--- config.mk ---
export PLATFORM = sky130hd
export DESIGN_NAME = x_count_4_bit_monitor
export DESIGN_NICKNAME = d
export VERILOG_FILES = /design/src/rtl/x_count_4_bit_monitor_pkg.sv /design/src/rtl/x_sat_counter_4_bit.sv /design/src/rtl/x_count_4_bit_monitor.sv
export SDC_FILE = /design/constraint.sdc
export NUM_CORES = 1
export LEC_CHECK = 0
export BUFFER_PORTS_ARGS = -buffer_cell sky130_fd_sc_hd__buf_2
export CORE_MARGIN = 10
export CORE_UTILIZATION = 35
export DETAILED_ROUTE_END_ITERATION = 16
export PLACE_DENSITY = 0.63
export SLEW_MARGIN = 10
export SYNTH_ARGS = -nofsm -noshare
export SYNTH_HDL_FRONTEND = slang
export SYNTH_HIERARCHICAL = 1
export SYNTH_SLANG_ARGS = --single-unit
--- constraint.sdc ---
create_clock -name i_clk -period 5.6 [get_ports i_clk]
set_input_delay 1.12 -clock i_clk [delete_from_list [all_inputs] [get_ports i_clk]]
set_output_delay 1.12 -clock i_clk [all_outputs]
set_load 0.05 [all_outputs]
--- src/rtl/x_count_4_bit_monitor_pkg.sv ---
// ----------------------------------------------------------------------------
// x_count_4_bit_monitor_pkg
// Shared constants and the monitor state type for the 4-bit counter monitor.
// ----------------------------------------------------------------------------
package x_count_4_bit_monitor_pkg;

    localparam int unsigned CNT_W   = 4;
    localparam logic [3:0]  ERR_MAX = 4'd15;

    typedef enum logic [1:0] {
        MON_IDLE   = 2'd0,
        MON_ACQ    = 2'd1,
        MON_LOCKED = 2'd2
    } mon_state_t;

endpackage

--- src/rtl/x_sat_counter_4_bit.sv ---
// ----------------------------------------------------------------------------
// x_sat_counter_4_bit
// 4-bit up counter that stops at ERR_MAX and holds there.
// Ports:
//   i_clk   - clock, rising edge
//   i_rst   - asynchronous active-high reset, clears the count
//   i_inc   - increment request for this cycle
//   o_count - registered count value
// ----------------------------------------------------------------------------
module x_sat_counter_4_bit
    import x_count_4_bit_monitor_pkg::*;
(
    input  logic             i_clk,
    input  logic             i_rst,
    input  logic             i_inc,
    output logic [CNT_W-1:0] o_count
);

    logic [CNT_W-1:0] r_count;

    always_ff @(posedge i_clk or posedge i_rst) begin
        if (i_rst) begin
            r_count <= '0;
        end else if (i_inc && (r_count != ERR_MAX)) begin
            r_count <= r_count + 4'd1;
        end
    end

    assign o_count = r_count;

endmodule

--- src/rtl/x_count_4_bit_monitor.sv ---
// ----------------------------------------------------------------------------
// x_count_4_bit_monitor
// Checks that the observed 4-bit count advances by exactly one (mod 16) every
// clock. Declares lock after LOCK_N consecutive good increments, pulses an
// error on loss of lock, pulses wrap on a 15->0 step while locked, and keeps
// a saturating tally of lock losses.
// Ports:
//   i_clk                          - clock, rising edge
//   i_rst                          - asynchronous active-high reset
//   i_count_3 .. i_count_0         - observed count, MSB..LSB
//   o_locked                       - high while locked
//   o_error                        - one-cycle pulse on loss of lock
//   o_wrap                         - one-cycle pulse on 15->0 while locked
//   o_err_count_3 .. o_err_count_0 - saturating loss count, MSB..LSB
// ----------------------------------------------------------------------------
module x_count_4_bit_monitor
    import x_count_4_bit_monitor_pkg::*;
#(
    parameter int unsigned LOCK_N = 4
) (
    input  logic i_clk,
    input  logic i_rst,
    input  logic i_count_3,
    input  logic i_count_2,
    input  logic i_count_1,
    input  logic i_count_0,
    output logic o_locked,
    output logic o_error,
    output logic o_wrap,
    output logic o_err_count_3,
    output logic o_err_count_2,
    output logic o_err_count_1,
    output logic o_err_count_0
);

    localparam int unsigned      RUN_W    = $clog2(LOCK_N + 1);
    localparam logic [RUN_W-1:0] RUN_LAST = RUN_W'(LOCK_N - 1);

    logic [CNT_W-1:0] r_prev;
    logic [RUN_W-1:0] r_run;
    mon_state_t       r_state;
    logic             r_error;
    logic             r_wrap;

    logic [CNT_W-1:0] w_cur;
    logic             w_good;
    logic             w_wrap_step;
    logic             w_loss;
    logic [RUN_W-1:0] w_run_next;
    mon_state_t       w_state_next;
    logic [CNT_W-1:0] w_err_count;

    assign w_cur       = {i_count_3, i_count_2, i_count_1, i_count_0};
    // 4-bit compare, so 15 followed by 0 counts as good.
    assign w_good      = (w_cur == r_prev + 4'd1);
    assign w_wrap_step = (r_prev == 4'hF) && (w_cur == 4'h0);
    assign w_loss      = (r_state == MON_LOCKED) && !w_good;

    always_comb begin
        w_state_next = r_state;
        w_run_next   = r_run;
        unique case (r_state)
            MON_IDLE: begin
                // Capture edge only; nothing to compare against yet.
                w_state_next = MON_ACQ;
                w_run_next   = '0;
            end
            MON_ACQ: begin
                if (w_good && (r_run == RUN_LAST)) begin
                    w_state_next = MON_LOCKED;
                    w_run_next   = '0;
                end else if (w_good) begin
                    w_run_next = r_run + 1'b1;
                end else begin
                    w_run_next = '0;
                end
            end
            MON_LOCKED: begin
                if (!w_good) begin
                    w_state_next = MON_ACQ;
                    w_run_next   = '0;
                end
            end
            default: begin
                w_state_next = MON_IDLE;
                w_run_next   = '0;
            end
        endcase
    end

    always_ff @(posedge i_clk or posedge i_rst) begin
        if (i_rst) begin
            r_prev  <= '0;
            r_run   <= '0;
            r_state <= MON_IDLE;
            r_error <= 1'b0;
            r_wrap  <= 1'b0;
        end else begin
            r_prev  <= w_cur;
            r_run   <= w_run_next;
            r_state <= w_state_next;
            r_error <= w_loss;
            r_wrap  <= (r_state == MON_LOCKED) && w_good && w_wrap_step;
        end
    end

    x_sat_counter_4_bit u_err_cnt (
        .i_clk   (i_clk),
        .i_rst   (i_rst),
        .i_inc   (w_loss),
        .o_count (w_err_count)
    );

    assign o_locked      = (r_state == MON_LOCKED);
    assign o_error       = r_error;
    assign o_wrap        = r_wrap;
    assign o_err_count_3 = w_err_count[3];
    assign o_err_count_2 = w_err_count[2];
    assign o_err_count_1 = w_err_count[1];
    assign o_err_count_0 = w_err_count[0];

endmodule

==> Word-level counts from Yosys, hierarchy flattened <==
Cells that the tools add are included.
{ "word_totals": {"register_bits": 15, "elab_cells": 34} }
{ "op_classes": {"mux": 7, "reduce_logical": 10, "eq_ne": 8, "add_sub_neg": 3} }
{ "op_table": {"columns": ["operator", "count"], "rows": [
  ["3-bit two-way mux", 3],
  ["4-bit by 1-bit adder with 4-bit output, second input constant", 2],
  ["1-bit logical AND", 6],
  ["2-bit one-hot mux with 3 select lines", 1],
  ["3-bit one-hot mux with 2 select lines", 1],
  ["4-bit == test", 1],
  ["4-bit == test, second input constant", 1],
  ["4-bit logical NOT", 1],
  ["2-bit two-way mux", 2],
  ["2-bit inequality test, second input constant", 2],
  ["4-bit inequality test, second input constant", 1],
  ["3-bit by 1-bit adder with 3-bit output, second input constant", 1],
  ["3-bit by 2-bit == test with 1-bit output, second input constant", 1],
  ["2-bit by 1-bit == test with 1-bit output, second input constant", 1],
  ["2-bit == test, second input constant", 1],
  ["2-bit logical NOT", 1],
  ["2-bit AND reduction", 1],
  ["1-bit logical NOT", 1]
]} }

==> Logic depth before layout (Yosys ltp) <==
{ "depth": {"ltp_word": 5, "depth_mapped": 8} }

==> Cells and area by module <==
Netlist, hierarchy kept.
{ "by_module_without_submodules": {"columns": ["module", "cells_per_inst", "area_each_um2", "seq_area_each_um2", "instances"], "rows": [
  ["x_count_4_bit_monitor", 47, 529.3, 275.3, 1],
  ["x_sat_counter_4_bit", 21, 214.0, 100.1, 1]
]} }

==> Least setup slack after synthesis <==
OpenSTA, ideal clock, no wires.
{ "synth_path": {"path_type": "input to register", "startpoint": "in i_count_3", "endpoint": "reg u_err_cnt.r_count[3], in the netlist u_err_cnt/o_count[3]", "path_buffers": 1, "arrival_time_ns": 2.345, "required_ns": 5.472, "path_slack_ns": 3.128, "cell_stages": 7, "setup_time_ns": 0.128, "path_cell_list": "xor2_1 > xnor2_1 > or2_1 > buf_6 > and2_1 > nand4_1 > mux2_1"} }
{ "synth_between": {"elab_chain_len": 4} }
{ "synth_rtl": {"columns": ["item", "line", "source"], "rows": [
  ["start: declaration", "x_count_4_bit_monitor.sv:23", "input logic i_count_3,"],
  ["4-bit == test", "x_count_4_bit_monitor.sv:55", "assign w_good = (w_cur == r_prev + 4'd1);"],
  ["1-bit logical NOT", null, null],
  ["1-bit logical AND", "x_count_4_bit_monitor.sv:57", "assign w_loss = (r_state == MON_LOCKED) && !w_good;"],
  ["named net w_loss", "x_count_4_bit_monitor.sv:48", "logic w_loss;"],
  ["1-bit logical AND", "x_sat_counter_4_bit.sv:24", "end else if (i_inc && (r_count != ERR_MAX)) begin"],
  ["end signal: assignment", "x_sat_counter_4_bit.sv:25", "r_count <= r_count + 4'd1;"],
  ["end: declaration", "x_sat_counter_4_bit.sv:19", "logic [CNT_W-1:0] r_count;"]
]} }
The timed path passes the listed nets, and every way through them passes these cells.
A chain may end at the register's enable or synchronous reset.

==> Worst setup path in the final report <==
{ "layout_path": {"startpoint": "reg r_state[0]", "endpoint": "out o_locked"} }
{ "layout_between": {"elab_chain_len": 1} }
{ "layout_rtl": {"columns": ["item", "line", "source"], "rows": [
  ["start: declaration", "x_count_4_bit_monitor.sv:41", "mon_state_t r_state;"],
  ["start signal: assignment", "x_count_4_bit_monitor.sv:101", "r_state <= w_state_next;"],
  ["2-bit == test", "x_count_4_bit_monitor.sv:114", "assign o_locked = (r_state == MON_LOCKED);"],
  ["end: declaration", "x_count_4_bit_monitor.sv:27", "output logic o_locked,"]
]} }
Every way passes these cells.

==> metrics.csv <==
stage;metric;value;unit
run_status;status;complete, no violations;
synthesis;synthesized cell area;743.2;sq um
synthesis;Syn Area/Cell;10.93;sq um
sta;fin crit share;0.4631;
setup_path;CP Capture Point;o_locked;
clock_network;CTS tree;built;
global_routing;largest net degree at the start of global routing;12;
drt;wire per inst;12.46;um
setup_path;Worst EP arrival;1.47;ns
synthesis;Top FF cell, synth;dfrtp_1;
clock_network;Num CTS Buffers;3;
global_routing;vias in the first global route;555;
setup_path;R2R Setup Slk;3.42;ns
sta;max-slew violation count;0;
clock_network;clk buf depth;2;
finish;# fillers;180;
placed_design;DP Area;825.8;sq um
setup_path;Crit. End Element;primary output;
clock_network;Worst-path clk slew;0.08;ns
sta;Final Hold Fails;0;
setup_path;CP cell instances;nor2_1 > buf_2;
floorplan;Die Wd;66.08;um
finish;Final Cell Area;852.1;sq um
synthesis;Yosys top cell by area;dfrtp_1;
sta;Final setup viols;0;
placed_design;post-DP HPWL;1105;um
clock_network;Setup Buffers After CTS;0;
sta;fmax;385.6;MHz
clock_network;Worst-Skew Late Latency;0.27;ns
worst_hold_path;Worst Hold Class;flop to flop;
setup_path;Critical Path Start;r_state[0];
setup_path;CP max stage cell;dfrtp_1;
finish;fin nets;94;
floorplan;row cnt;16;
floorplan;Top Ports;13;
synthesis;post-synthesis cell type count;26;
drt;DR vias/cell;4.845;
setup_path;Worst Path Max Fanout;7;
pwr;maximum vdd drop;0.1675;mV
sta;clock period minus worst slack;2.593;ns
synthesis;Syn. warnings;6;
setup_path;CP required;4.48;ns
finish;Area Overhead vs Synth;14.65;%
clock_network;PostCTS Resize Cnt;0;
clock_network;CTS sink count;15;
sta;clk_skew;0.002969;ns
finish;diode count;0;
setup_path;CP startpoint kind;flop;
clock_network;H-tree Lvls;1;
setup_path;WS Path Type;flop to primary output;
drt;drt drc;0;
clock_network;clock root cell;clkbuf_4;
pwr;PD cells;219.6;nW/um^2
synthesis;cell with the most instances after synthesis;dfrtp_1;
floorplan;CORE AREA;1982;sq um
placed_design;gpl congestion;0.8012;
drt;First DRT Iteration DRCs;17;
drt;post-route ant nets;0;
global_routing;total track usage;0.06866;
floorplan;chip height;66.08;um
synthesis;Mapped Nets;78;
sta;worst slew pin tran;0.4730;ns
pwr;leakage power;0.3965;nW
synthesis;ys async rst share;1.000;
synthesis;synth top area cells;dfrtp_1 51%, ha_1 6.7%, nor2_1 3.5%;
floorplan;full die area;4367;sq um
finish;layout cell share with drive strength beyond 1;0.1928;
drt;total wire length;1371;um
synthesis;post-synthesis sequential area ratio;0.5051;
floorplan;Starting Density;0.3750;
setup_path;crit-path leading delay family;flip-flops;
drt;Initial DRT Pass Iterations;4;
placed_design;Port-buffer cells;12;
setup_path;FF-to-FF path depth;7;
synthesis;Synth top cells by count;15 x dfrtp_1, 7 x nor2_1;
global_routing;initial antenna violation count;0;
setup_path;WP buf/inv;1;
setup_path;Crit path depth;2;
sta;Slew HR;0.6835;
clock_network;Post-CTS Hold Buffers;0;
sta;RSZ-0062 raised after global routing;no;
finish;final core occ;0.4299;
sta;setup TNS;0;ns
setup_path;FF-to-FF Start;r_prev[0];
synthesis;Cells after Synth;68;
global_routing;global-route wire length before repair;2490;um
drt;routed vias;533;
setup_path;Max stage delay on crit path;0.44;ns
synthesis;EDFF count, synth;0;
run;number of max-cap violations;0;
synthesis;Yosys reg bits;15;
global_routing;global route overflow;0;
sta;worst hold margin;0.5140;ns
setup_path;r2r endpoint;u_err_cnt/o_count[3];
synthesis;Synth top area share;0.5051;
==> placed cells by master, fill, tap and decap left out, types with 3 or more instances in the layout <==
| cell | Yosys | final |
|---|---|---|
| nand2_1 | 3 | 3 |
| nor2_1 | 7 | 7 |
| ha_1 | 4 | 4 |
| buf_2 | 0 | 12 |
| clkbuf_4 | 0 | 3 |
| inv_1 | 4 | 4 |
| nand2b_1 | 4 | 4 |
| dfrtp_1 | 15 | 15 |
| nand4_1 | 4 | 4 |
| a21oi_1 | 4 | 4 |
==> power by group <==
| group | internal (W) | total (W) | switching, W |
|---|---|---|---|
| registers | 0.000110 | 0.000112 | 0.00000175 |
| logic | 0.00000739 | 0.0000159 | 0.00000847 |
| clock network | 0.0000275 | 0.0000592 | 0.0000317 |
==> cell families after synthesis <==
kind of cell | count (synthesis) | synth area share
XOR/XNOR | 5 | 0.07745
buffers and inverters | 5 | 0.03535
adder cells (fa/ha/maj) | 4 | 0.06734
AND/OR/NAND/NOR | 28 | 0.2105
flip-flops | 15 | 0.5051
AO/OA/AOI/OAI | 10 | 0.08923
multiplexers | 1 | 0.01515
==> flip-flops by register name, indices dropped and copies added, names as in the netlist <==
register           cells
r_prev                 4
u_err_cnt/o_count      4
r_run                  3
r_state                2
o_error                1
o_wrap                 1
==> how the worst min path moves through the flow <==
| stage | depth (start not counted) | from | to | slack, ns |
|---|---|---|---|---|
| finish | 1 | r_state[1] | r_state[0] | 0.51 |
| global route | 1 | r_state[1] | r_state[0] | 0.57 |
| CTS | 1 | r_state[1] | r_state[0] | 0.51 |
| detailed placement | 1 | r_state[1] | r_state[0] | 0.50 |
| global placement | 1 | r_state[1] | r_state[0] | 0.50 |
| floorplan | 1 | r_state[1] | r_state[0] | 0.47 |
==> through the flow <==
stage / worst slack (ns) / cells / total power [W]
4_1_cts: 2.984 / 110 / 0.0001896
3_3_place_gp: 2.966 / 106 / 0.0001296
2_1_floorplan: 3.128 / 68 / 0.0001262
6_report: 3.007 / 110 / 0.0001871
3_5_place_dp: 2.884 / 106 / 0.0001303
5_1_grt: 2.875 / 110 / 0.0001970
==> final cells by class <==
| class | instances | area (sq um) | share of cell area |
|---|---|---|---|
| repair buffers | 12 | 60.06 | 0.07048 |
| flip-flops and latches | 15 | 375.4 | 0.4405 |
| well taps | 27 | 33.78 | 0.03965 |
| clock buffers | 4 | 26.28 | 0.03084 |
| inverters | 4 | 15.01 | 0.01762 |
| multi-input cells | 48 | 341.6 | 0.4009 |
==> worst reg2reg max path, cell delays in order (launching register included) <==
cell and delay [ns]:
dfrtp_1 0.41, ha_1 0.23, xnor3_1 0.36, nand3_1 0.09, or2_1 0.30, and2_1 0.25, nand4_1 0.13, mux2_1 0.32
==> layer usage <==
metal,track usage,vias up,routed length [um]
li1,-,272,-
met1,0.09561,252,672
met2,0.1005,7,656
met3,0.01017,2,14
met4,0.03141,0,27
met5,0,-,0
Note: power is estimated with default switching activity, not from simulation.
